### src/rtl/sram_req_ctrl_pkg.sv
// Shared widths, response record and byte-parity helper for the SRAM request controller.
package sram_ctrl_pkg;

  localparam int SRAM_AW = 12;
  localparam int SRAM_DW = 76;
  localparam int DATA_W  = 64;
  localparam int BE_W    = 8;

  typedef struct packed {
    logic [DATA_W-1:0] rdata;
    logic              err;
  } rsp_t;

  // Even parity per byte: bit k makes byte k plus its parity bit hold an even count of ones.
  function automatic logic [BE_W-1:0] byte_parity(input logic [DATA_W-1:0] d);
    logic [BE_W-1:0] p;
    for (int k = 0; k < BE_W; k++) begin
      p[k] = ^d[8*k +: 8];
    end
    return p;
  endfunction

endpackage

### src/rtl/sram_req_ctrl_if.sv
// Request, response and SRAM macro signals of the controller; slave = controller side.
interface sram_req_ctrl_if;
  import sram_ctrl_pkg::*;

  logic               req_valid_i;
  logic               req_ready_o;
  logic               req_we_i;
  logic [SRAM_AW-1:0] req_addr_i;
  logic [DATA_W-1:0]  req_wdata_i;
  logic [BE_W-1:0]    req_be_i;

  logic               rsp_valid_o;
  logic               rsp_ready_i;
  logic [DATA_W-1:0]  rsp_rdata_o;
  logic               rsp_err_o;

  logic               sram_ren_o;
  logic               sram_wen_o;
  logic [SRAM_AW-1:0] sram_adr_o;
  logic [SRAM_DW-1:0] sram_din_o;
  logic [SRAM_DW-1:0] sram_wbeb_o;
  logic [SRAM_DW-1:0] sram_q_i;
  logic [2:0]         sram_mc_o;
  logic               sram_mcen_o;
  logic               sram_clkbyp_o;
  logic [1:0]         sram_wa_o;
  logic [1:0]         sram_wpulse_o;
  logic               sram_wpulseen_o;
  logic               sram_fwen_o;

  modport slave (
    input  req_valid_i, req_we_i, req_addr_i, req_wdata_i, req_be_i, rsp_ready_i, sram_q_i,
    output req_ready_o, rsp_valid_o, rsp_rdata_o, rsp_err_o,
    output sram_ren_o, sram_wen_o, sram_adr_o, sram_din_o, sram_wbeb_o,
    output sram_mc_o, sram_mcen_o, sram_clkbyp_o, sram_wa_o, sram_wpulse_o,
    output sram_wpulseen_o, sram_fwen_o
  );

  modport master (
    output req_valid_i, req_we_i, req_addr_i, req_wdata_i, req_be_i, rsp_ready_i, sram_q_i,
    input  req_ready_o, rsp_valid_o, rsp_rdata_o, rsp_err_o,
    input  sram_ren_o, sram_wen_o, sram_adr_o, sram_din_o, sram_wbeb_o,
    input  sram_mc_o, sram_mcen_o, sram_clkbyp_o, sram_wa_o, sram_wpulse_o,
    input  sram_wpulseen_o, sram_fwen_o
  );

endinterface

### src/rtl/sram_req_ctrl_rsp_fifo.sv
// Fall-through response FIFO: a push into an empty FIFO is visible on pop_vld the same cycle.
// Push and pop may coincide at any occupancy; the producer must never push while full.
module sram_rsp_fifo #(
  parameter int  DEPTH = 2,
  parameter type T     = logic,
  localparam int CW    = $clog2(DEPTH + 1),
  localparam int PW    = $clog2(DEPTH)
) (
  input  logic          clk_i,
  input  logic          rst_i,
  input  logic          push_vld,
  input  T              push_dat,
  output logic          pop_vld,
  input  logic          pop_rdy,
  output T              pop_dat,
  output logic [CW-1:0] count
);

  logic [PW-1:0] wr_ptr, rd_ptr;
  T              mem [DEPTH];
  logic          empty, pop_fire, wr_en, rd_adv;

  function automatic logic [PW-1:0] next_ptr(input logic [PW-1:0] p);
    return (p == PW'(DEPTH - 1)) ? '0 : p + PW'(1);
  endfunction

  assign empty    = (count == '0);
  assign pop_vld  = !empty || push_vld;
  assign pop_dat  = empty ? push_dat : mem[rd_ptr];
  assign pop_fire = pop_vld && pop_rdy;
  // An entry that bypasses an empty FIFO and is consumed at once never lands in storage.
  assign wr_en    = push_vld && !(empty && pop_fire);
  assign rd_adv   = pop_fire && !empty;

  always_ff @(posedge clk_i or posedge rst_i) begin
    if (rst_i) begin
      wr_ptr <= '0;
      rd_ptr <= '0;
      count  <= '0;
    end else begin
      if (wr_en)  wr_ptr <= next_ptr(wr_ptr);
      if (rd_adv) rd_ptr <= next_ptr(rd_ptr);
      count <= count + CW'(wr_en) - CW'(rd_adv);
    end
  end

  always_ff @(posedge clk_i) begin
    if (wr_en) mem[wr_ptr] <= push_dat;
  end

endmodule

### src/rtl/sram_req_ctrl.sv
// SRAM request controller: issues the SRAM access in the accept cycle, response one cycle later, in order.
// req_ready_o is taken from registered occupancy only; SRAM_CTRL_PARITY_EN adds byte parity and read error.
module sram_req_ctrl
  import sram_ctrl_pkg::*;
#(
  parameter int RSP_DEPTH = 2
) (
  input logic            clk_i,
  input logic            rst_i,
  sram_req_ctrl_if.slave bus
);

  localparam int CW = $clog2(RSP_DEPTH + 1);

  logic [CW-1:0]      occ;
  logic [CW:0]        load;
  logic               pend_vld, pend_rd;
  logic               issue, rd_err, fifo_vld;
  logic [BE_W-1:0]    wpar;
  logic [SRAM_DW-1:0] wbeb_dat;
  rsp_t               push_dat, pop_dat;

  // The pending slot is counted so a response always has room when it lands.
  assign load            = {1'b0, occ} + (CW + 1)'(pend_vld);
  assign bus.req_ready_o = !rst_i && (load < (CW + 1)'(RSP_DEPTH));
  assign issue           = bus.req_valid_i && bus.req_ready_o;
  assign bus.sram_ren_o  = issue && !bus.req_we_i;
  assign bus.sram_wen_o  = issue && bus.req_we_i;
  assign bus.sram_adr_o  = issue ? bus.req_addr_i : '0;

`ifdef SRAM_CTRL_PARITY_EN
  logic unused_q;
  assign wpar     = byte_parity(bus.req_wdata_i);
  assign rd_err   = |(bus.sram_q_i[71:64] ^ byte_parity(bus.sram_q_i[63:0]));
  assign unused_q = ^bus.sram_q_i[75:72];
`else
  logic unused_q;
  assign wpar     = '0;
  assign rd_err   = 1'b0;
  assign unused_q = ^bus.sram_q_i[75:64];
`endif

  assign bus.sram_din_o = bus.sram_wen_o ? {4'h0, wpar, bus.req_wdata_i} : '0;

  always_comb begin
    wbeb_dat = '1;
    if (bus.sram_wen_o) begin
      for (int k = 0; k < BE_W; k++) begin
        wbeb_dat[8*k +: 8]    = {8{~bus.req_be_i[k]}};
        wbeb_dat[DATA_W + k]  = ~bus.req_be_i[k];
      end
    end
  end
  assign bus.sram_wbeb_o = wbeb_dat;

  always_ff @(posedge clk_i or posedge rst_i) begin
    if (rst_i) begin
      pend_vld <= 1'b0;
      pend_rd  <= 1'b0;
    end else begin
      pend_vld <= issue;
      pend_rd  <= bus.sram_ren_o;
    end
  end

  assign push_dat.rdata = pend_rd ? bus.sram_q_i[DATA_W-1:0] : '0;
  assign push_dat.err   = pend_rd && rd_err;

  sram_rsp_fifo #(
    .DEPTH (RSP_DEPTH),
    .T     (rsp_t)
  ) u_rsp_fifo (
    .clk_i    (clk_i),
    .rst_i    (rst_i),
    .push_vld (pend_vld),
    .push_dat (push_dat),
    .pop_vld  (fifo_vld),
    .pop_rdy  (bus.rsp_ready_i),
    .pop_dat  (pop_dat),
    .count    (occ)
  );

  assign bus.rsp_valid_o = !rst_i && fifo_vld;
  assign bus.rsp_rdata_o = rst_i ? '0 : pop_dat.rdata;
  assign bus.rsp_err_o   = !rst_i && pop_dat.err;

  assign bus.sram_mc_o       = 3'b000;
  assign bus.sram_mcen_o     = 1'b0;
  assign bus.sram_clkbyp_o   = 1'b0;
  assign bus.sram_wa_o       = 2'b00;
  assign bus.sram_wpulse_o   = 2'b00;
  assign bus.sram_wpulseen_o = 1'b0;
  assign bus.sram_fwen_o     = 1'b0;

endmodule

### src/flat_wrapper.sv
// flat-port wrapper written by rule: the top's interface ports become plain ports
module sram_req_ctrl_flat import sram_ctrl_pkg::*;
#(
  parameter int RSP_DEPTH = 2
)
  (clk_i, rst_i, bus_req_valid_i, bus_req_we_i, bus_req_addr_i, bus_req_wdata_i, bus_req_be_i, bus_rsp_ready_i, bus_sram_q_i, bus_req_ready_o, bus_rsp_valid_o, bus_rsp_rdata_o, bus_rsp_err_o, bus_sram_ren_o, bus_sram_wen_o, bus_sram_adr_o, bus_sram_din_o, bus_sram_wbeb_o, bus_sram_mc_o, bus_sram_mcen_o, bus_sram_clkbyp_o, bus_sram_wa_o, bus_sram_wpulse_o, bus_sram_wpulseen_o, bus_sram_fwen_o);
  sram_req_ctrl_if bus_i ();
  input logic clk_i;
  input logic rst_i;
  input wire logic [$bits(bus_i.req_valid_i)-1:0] bus_req_valid_i;
  input wire logic [$bits(bus_i.req_we_i)-1:0] bus_req_we_i;
  input wire logic [$bits(bus_i.req_addr_i)-1:0] bus_req_addr_i;
  input wire logic [$bits(bus_i.req_wdata_i)-1:0] bus_req_wdata_i;
  input wire logic [$bits(bus_i.req_be_i)-1:0] bus_req_be_i;
  input wire logic [$bits(bus_i.rsp_ready_i)-1:0] bus_rsp_ready_i;
  input wire logic [$bits(bus_i.sram_q_i)-1:0] bus_sram_q_i;
  output wire logic [$bits(bus_i.req_ready_o)-1:0] bus_req_ready_o;
  output wire logic [$bits(bus_i.rsp_valid_o)-1:0] bus_rsp_valid_o;
  output wire logic [$bits(bus_i.rsp_rdata_o)-1:0] bus_rsp_rdata_o;
  output wire logic [$bits(bus_i.rsp_err_o)-1:0] bus_rsp_err_o;
  output wire logic [$bits(bus_i.sram_ren_o)-1:0] bus_sram_ren_o;
  output wire logic [$bits(bus_i.sram_wen_o)-1:0] bus_sram_wen_o;
  output wire logic [$bits(bus_i.sram_adr_o)-1:0] bus_sram_adr_o;
  output wire logic [$bits(bus_i.sram_din_o)-1:0] bus_sram_din_o;
  output wire logic [$bits(bus_i.sram_wbeb_o)-1:0] bus_sram_wbeb_o;
  output wire logic [$bits(bus_i.sram_mc_o)-1:0] bus_sram_mc_o;
  output wire logic [$bits(bus_i.sram_mcen_o)-1:0] bus_sram_mcen_o;
  output wire logic [$bits(bus_i.sram_clkbyp_o)-1:0] bus_sram_clkbyp_o;
  output wire logic [$bits(bus_i.sram_wa_o)-1:0] bus_sram_wa_o;
  output wire logic [$bits(bus_i.sram_wpulse_o)-1:0] bus_sram_wpulse_o;
  output wire logic [$bits(bus_i.sram_wpulseen_o)-1:0] bus_sram_wpulseen_o;
  output wire logic [$bits(bus_i.sram_fwen_o)-1:0] bus_sram_fwen_o;
  assign bus_i.req_valid_i = bus_req_valid_i;
  assign bus_i.req_we_i = bus_req_we_i;
  assign bus_i.req_addr_i = bus_req_addr_i;
  assign bus_i.req_wdata_i = bus_req_wdata_i;
  assign bus_i.req_be_i = bus_req_be_i;
  assign bus_i.rsp_ready_i = bus_rsp_ready_i;
  assign bus_i.sram_q_i = bus_sram_q_i;
  assign bus_req_ready_o = bus_i.req_ready_o;
  assign bus_rsp_valid_o = bus_i.rsp_valid_o;
  assign bus_rsp_rdata_o = bus_i.rsp_rdata_o;
  assign bus_rsp_err_o = bus_i.rsp_err_o;
  assign bus_sram_ren_o = bus_i.sram_ren_o;
  assign bus_sram_wen_o = bus_i.sram_wen_o;
  assign bus_sram_adr_o = bus_i.sram_adr_o;
  assign bus_sram_din_o = bus_i.sram_din_o;
  assign bus_sram_wbeb_o = bus_i.sram_wbeb_o;
  assign bus_sram_mc_o = bus_i.sram_mc_o;
  assign bus_sram_mcen_o = bus_i.sram_mcen_o;
  assign bus_sram_clkbyp_o = bus_i.sram_clkbyp_o;
  assign bus_sram_wa_o = bus_i.sram_wa_o;
  assign bus_sram_wpulse_o = bus_i.sram_wpulse_o;
  assign bus_sram_wpulseen_o = bus_i.sram_wpulseen_o;
  assign bus_sram_fwen_o = bus_i.sram_fwen_o;
  sram_req_ctrl #(.RSP_DEPTH(RSP_DEPTH)) u_core (.clk_i(clk_i), .rst_i(rst_i), .bus(bus_i));
endmodule
### config.mk
export PLATFORM = sky130hd
export DESIGN_NAME = sram_req_ctrl_flat
export DESIGN_NICKNAME = d
export VERILOG_FILES = /design/src/rtl/sram_req_ctrl_pkg.sv /design/src/rtl/sram_req_ctrl_if.sv /design/src/rtl/sram_req_ctrl_rsp_fifo.sv /design/src/rtl/sram_req_ctrl.sv /design/src/flat_wrapper.sv
export SDC_FILE = /design/constraint.sdc
export NUM_CORES = 1
export LEC_CHECK = 0
export BUFFER_PORTS_ARGS = -buffer_cell sky130_fd_sc_hd__buf_2
export CAP_MARGIN = 25
export CORE_AREA = 3 3 157 159
export CTS_CLUSTER_DIAMETER = 100
export CTS_CLUSTER_SIZE = 24
export DETAILED_ROUTE_END_ITERATION = 8
export DIE_AREA = 0 0 160 162
export MAX_ROUTING_LAYER = met4
export PLACE_DENSITY = 0.68
export SYNTH_ARGS = -nofsm -noshare
export SYNTH_HDL_FRONTEND = slang
export SYNTH_SLANG_ARGS = --single-unit
### constraint.sdc
create_clock -name clk_i -period 3.81 [get_ports clk_i]
set_input_delay 0 -clock clk_i [delete_from_list [all_inputs] [get_ports clk_i]]
set_output_delay 0 -clock clk_i [all_outputs]
set_load 0.02 [all_outputs]
; ---- After elaboration in Yosys (flattened, before gate mapping)
; Memories as Yosys holds them, arrays and structs flattened.
; Index checks and enable logic that the tools add are counted.
[classes]
n_reduce_logical = 16
magnitude_cmp = 1
bitwise_logic = 8
mux = 10
add_sub_neg = 5
[op_table]
columns = op, n
row1 = $mux 64, 3
row2 = $mux 72, 1
row3 = $mux 65, 1
row4 = $mux 12, 1
row5 = $logic_and 1x1->1, 10
row6 = $not 1->1, 8
row7 = $logic_not 1->1, 4
row8 = $mux 1, 4
row9 = $add 2x1->3, 1
row10 = $lt 3x2->1 const B, 1
row11 = $add 1x1->1 const B, 2
row12 = $add 2x1->2, 1
row13 = $logic_not 2->1, 1
row14 = $sub 2x1->2, 1
row15 = $logic_or 1x1->1, 1
[totals]
register_bits = 6
inputBits = 165
memories = 1
out_inout_bits = 244
ram_bits = 128
word_cells = 46
[mem_list]
columns = name, words, word_bits, rd, rd_ports_with_merged_regs, write_ports, line
row1 = u_core.u_rsp_fifo.mem, 2, 64, 1, 0, 1, sram_req_ctrl_rsp_fifo.sv:20  ; T mem [DEPTH];

; ---- Logic depth before layout (Yosys ltp)
[depth]
ltp_word = 9
depth_mapped = 9
depth_no_buf = 7

; ---- Modules after synthesis
; From an unflattened synthesis, not the netlist that was laid out.
[unflattened]
hier_cells = 726
hier_area_um2 = 7907.6
[modules_own_cells]
columns = mod, cells_per_inst, area_per_inst_um2, n_inst, seq_area_each_um2
row1 = sram_rsp_fifo, 379, 5632.9, 1, 4003.8
row2 = sram_req_ctrl, 347, 2274.7, 1, 50.0

; ---- Worst setup path before layout
; OpenSTA, ideal clock, no wires.
[synth_timing]
path_type = flip-flop to flip-flop
start = register u_core.u_rsp_fifo.count[0]
end = memory u_core.u_rsp_fifo.mem[0][0] (netlist bit), enable pin
arrival_ns = 3.404
n_path_buf = 1
t_required_ns = 3.324
setup_slack_ns = -0.080
setup_ns = 0.486
stages_incl_launch_ff = 4
synth_period_minus_slack_ns = 3.890
path_cell_list = dfrtp_1 > buf_2 > nor3b_1 > nor2_1
[synth_via]
elab_chain_len = 9
[synth_rtl]
columns = item, line
row1 = start: declaration, sram_req_ctrl_rsp_fifo.sv:16  ; output logic [CW-1:0] count
row2 = start signal: assignment, sram_req_ctrl_rsp_fifo.sv:43  ; count <= count + CW'(wr_en) - CW'(rd_adv);
row3 = $logic_not 2->1 *, sram_req_ctrl_rsp_fifo.sv:27  ; assign empty = (count == '0);
row4 = $logic_not 1->1, sram_req_ctrl_rsp_fifo.sv:28  ; assign pop_vld = !empty || push_vld;
row5 = $logic_or 1x1->1, sram_req_ctrl_rsp_fifo.sv:28
row6 = $logic_and 1x1->1, sram_req_ctrl_rsp_fifo.sv:30  ; assign pop_fire = pop_vld && pop_rdy;
row7 = $logic_and 1x1->1 *, sram_req_ctrl_rsp_fifo.sv:32  ; assign wr_en = push_vld && !(empty && pop_fire);
row8 = $logic_not 1->1 *, sram_req_ctrl_rsp_fifo.sv:32
row9 = $logic_and 1x1->1 *, sram_req_ctrl_rsp_fifo.sv:32
row10 = $mux 1 *, sram_req_ctrl_rsp_fifo.sv:48  ; if (wr_en) mem[wr_ptr] <= push_dat;
row11 = $mux 1 (implied by the code) *, sram_req_ctrl_rsp_fifo.sv:48
row12 = end: declaration, sram_req_ctrl_rsp_fifo.sv:20
; Mark *: on every way between the ends. The rest lies on a longest branch, timed or not.

; ---- Worst setup path after layout
[layout_timing]
start = register u_core.u_rsp_fifo.count[1]
end = output port bus_sram_wbeb_o[32]
[layout_via]
elab_chain_len = 6
[layout_rtl]
columns = item, line
row1 = $add 2x1->3, sram_req_ctrl.sv:24  ; assign load = {1'b0, occ} + (CW + 1)'(pend_vld);
row2 = $lt 3x2->1, sram_req_ctrl.sv:25  ; assign bus.req_ready_o = !rst_i && (load < (CW + 1)'(RSP_DEPTH));
row3 = $logic_and 1x1->1, sram_req_ctrl.sv:25
row4 = $logic_and 1x1->1, sram_req_ctrl.sv:26  ; assign issue = bus.req_valid_i && bus.req_ready_o;
row5 = $logic_and 1x1->1, sram_req_ctrl.sv:28  ; assign bus.sram_wen_o = issue && bus.req_we_i;
row6 = $mux 72, sram_req_ctrl.sv:47  ; if (bus.sram_wen_o) begin
row7 = end: declaration, flat_wrapper.sv:25  ; output wire logic [$bits(bus_i.sram_wbeb_o)-1:0] bus_sram_wbeb_o;
; No other way between the ends.

==> implementation parameters <==
Parameter                              Value

Finish
  Post-route insts no fill    1,327
  Commonest cells after routing, fill and taps aside    buf_2 (367), edfxtp_1 (128), a211oi_1 (90)
  Most common cell after layout, fill and taps aside    buf_2
  FILL cells    2,218
  Area growth, synth to finish    32.2%
  # nets final    1,161
  Layout cell share with drive strength beyond 1    45.5%

Detailed routing
  WL/cell    about 18 µm
  Post-detailed-route DRC marker count    0
  Number of detailed-route iterations in the first pass    5
  Total number of vias    6,486
  Iteration-0 DRC Markers    between 300 and 400
  Vias per cell    4.89
  Final wirelength    24,300 µm
  Remaining number of nets flagged by the antenna check after routing    0

Timing
  Final Skew    0.00745 ns
  Final-report hold violation count    0
  Share of the clock period used by the worst path after layout    67.8%
  Final Slew Violations    0
  Final setup violation count    0
  Transition at the pin with the smallest max-transition slack    0.942 ns
  Highest clock rate    slightly below 400 MHz
  RSZ-0062 raised after global routing    false
  Post-layout min period    ~2.6 ns
  Worst slew margin relative to its limit    37.2%
  Tightest hold margin    0.175 ns
  Aggregate negative setup slack    0 ns
  Final worst setup slack    1.23 ns

Die
  Die ar.    0.0259 mm²
  Ports placed on the boundary    between 400 and 500
  Die boundary height    162 µm
  Effective utilization at floorplan    approximately a third
  Horizontal die dimension    160 µm
  # rows    56
  Area of the core    0.0234 mm²

Clock tree
  CTS tree    yes
  Number of gates resized after cts    0
  Clock-pin slew on the worst setup and hold paths    approximately 0.050 ns
  TritonCTS Buffers    17
  Root Buffer Master    clkbuf_16
  Clock latency on the worst-skew pair    0.41 ns
  Maximum clock path buffer count    2
  CTS H-tree depth    4
  Sink count of the clock tree    134

Run
  Max Cap Viol    0

Pwr
  Total leakage power    about 4.6 nW
  Worst IR Drop VDD    0.357 mV
  Pwr dens    577 mW/mm²

GRT
  Global route total overflow    0
  Global-route wire length before repair    about 36,000 µm
  Pin count of the biggest net entering global routing    91
  Number of antenna violations at the first check in global routing    1
  Total routing resource utilization after global routing    between 10% and 20%
  Number of global-route vias before repair    6,308

Setup path
  Maximum net fanout on the critical path    76
  Critical path endpoint category    primary output
  Req. time, crit path    ~3.8 ns
  Register-to-Register Setup Slack    between 1 and 1.5 ns
  Setup CP Type    reg -> out
  Reg-to-reg critical path startpoint    u_core.u_rsp_fifo.count[0]
  Type of origin of the critical path    flip-flop
  Worst r2r dst    u_core.u_rsp_fifo.mem[0][17]
  Number of cells traversed by the worst register-to-register path    4
  Arrival time at the worst endpoint    between 2 and 3 ns

Logic synthesis
  Synth Flop Type    edfxtp_1
  Avg Inst Size Synth    12.2 µm²
  Top cell type by total area after synthesis    edfxtp_1
  Proportion of synthesized flip-flops having asynchronous set or reset    4.48%
  Number of different library cells in the post-synthesis netlist    29
  Share of synthesized area occupied by flip-flops and latches    49.0%
  Post-synthesis instance area    0.00815 mm²
  Number of enable flip-flop cells after synthesis    128
  Post-Syn Instances    667
  Leading post-synthesis cells by cell area    edfxtp_1 (47%), buf_4 (8.8%), a211oi_1 (8.3%), mux2i_1 (7.9%), and4_1 (6.9%)
  Synth Warn #    0
  Area share of the leading cell type in the synthesized netlist    47.2%
  Yosys reg bits    134

Placed design
  DPL Wire Length    16,500 µm
  Routability-driven placement congestion ratio    0.865
  Setup WS pre-CTS    around 1.3 ns
  Port-buffer cells    roughly 370
  Total placed cells including tap cells    roughly 1.2k

Min path
  Startpoint of the worst hold path    bus_req_valid_i
  Count of cells along the worst hold path    2
  Min-Delay Path Class    in -> reg
  Worst min-delay path endpoint    u_core.pend_vld

Outcome
  Run status    finished, final reports clean
## sequential cells by signal (all words and copies together), names as in the netlist
name	cells
u_core.u_rsp_fifo.rd_ptr	1
u_core.pend_rd	1
u_core.u_rsp_fifo.wr_ptr	1
u_core.u_rsp_fifo.count	2
u_core.pend_vld	1
u_core.u_rsp_fifo.mem	128
## where the power goes
part,leakage [nW],total [W],switching (W),internal [W]
Clock,0.269,0.00155,0.000594,0.000954
Sequential,1.29,0.00199,0.000208,0.00179
Combinational,3.09,0.00267,0.00168,0.000990
Total,4.64,0.00621,0.00248,0.00373
## worst max-delay path, cell delays in order (launching register included)
cell and delay, ns:
dfrtp_2 0.52, a211oi_4 0.47, buf_4 0.55, nand4_1 0.33, buf_2 0.30
## what timing repair did
action,CTS,global route
endpoints found under the hold margin,136,0
hold buffers,66,0
buffers inserted,0,0
## cell usage after synthesis (3+ instances only)
| cell | instances |
|---|---|
| and3_1 | 13 |
| clkbuf_4 | 3 |
| edfxtp_1 | 128 |
| clkbuf_2 | 6 |
| inv_1 | 3 |
| dfrtp_1 | 6 |
| nand4_1 | 8 |
| a211oi_2 | 38 |
| buf_6 | 9 |
| nand2b_1 | 3 |
| xnor2_1 | 3 |
| mux2i_1 | 64 |
| buf_4 | 96 |
| clkbuf_1 | 38 |
| a211oi_1 | 90 |
| buf_2 | 16 |
| and4_1 | 64 |
| and2_1 | 65 |
## cell families after synthesis
group	count (synthesis)	share of synthesized area, %
xor+xnor	3	0.322
mux	64	7.86
flops	134	49.0
other cells	2	0.0921
simple gates	159	14.2
fa+ha+maj	2	0.307
buf+inv	171	13.6
compound gates	132	14.6
## area by class of cell
cell class | instances | area, µm² | share of cell area [%]
Antenna cell | 1 | 2.50 | 0.0232
Clock buffer | 18 | 429 | 3.98
Clock inverter | 14 | 135 | 1.25
Inverter | 3 | 11.3 | 0.105
Multi-Input combinational cell | 388 | 3160 | 29.3
Sequential cell | 134 | 4000 | 37.2
Tap cell | 319 | 399 | 3.70
Timing Repair Buffer | 450 | 2640 | 24.5
## stage by stage
stage	cell area, µm²	utilization, %	total power [W]
detailed placement	9550	40.8	0.00466
global route	10800	46.0	0.00653
CTS	10800	46.0	0.00627
floorplan	8250	-	0.00401
global placement	9550	40.8	0.00463
finish	10800	46.0	0.00621
## per-layer routing
layer / up-vias / track usage (%) / share of wire, %
met5: - / - / 0
met4: 0 / 5.40 / 2.1
met3: 24 / 4.28 / 6.0
met2: 252 / 30.4 / 51
met1: 3091 / 22.3 / 41
li1: 3119 / - / -
## worst max-delay path by stage
stage | endpoint | depth (start not counted) | start
6_report | bus_sram_wbeb_o[32] | 4 | u_core.u_rsp_fifo.count[1]
3_3_place_gp | u_core.u_rsp_fifo.mem[0][25] | 4 | u_core.u_rsp_fifo.count[0]
3_5_place_dp | u_core.u_rsp_fifo.mem[0][63] | 4 | u_core.u_rsp_fifo.count[0]
2_1_floorplan | u_core.u_rsp_fifo.mem[0][0] | 3 | u_core.u_rsp_fifo.count[0]
4_1_cts | bus_sram_wbeb_o[69] | 4 | u_core.u_rsp_fifo.count[1]
5_1_grt | bus_sram_wbeb_o[42] | 4 | u_core.u_rsp_fifo.count[1]
No activity file was read; power rests on OpenSTA's default activity.
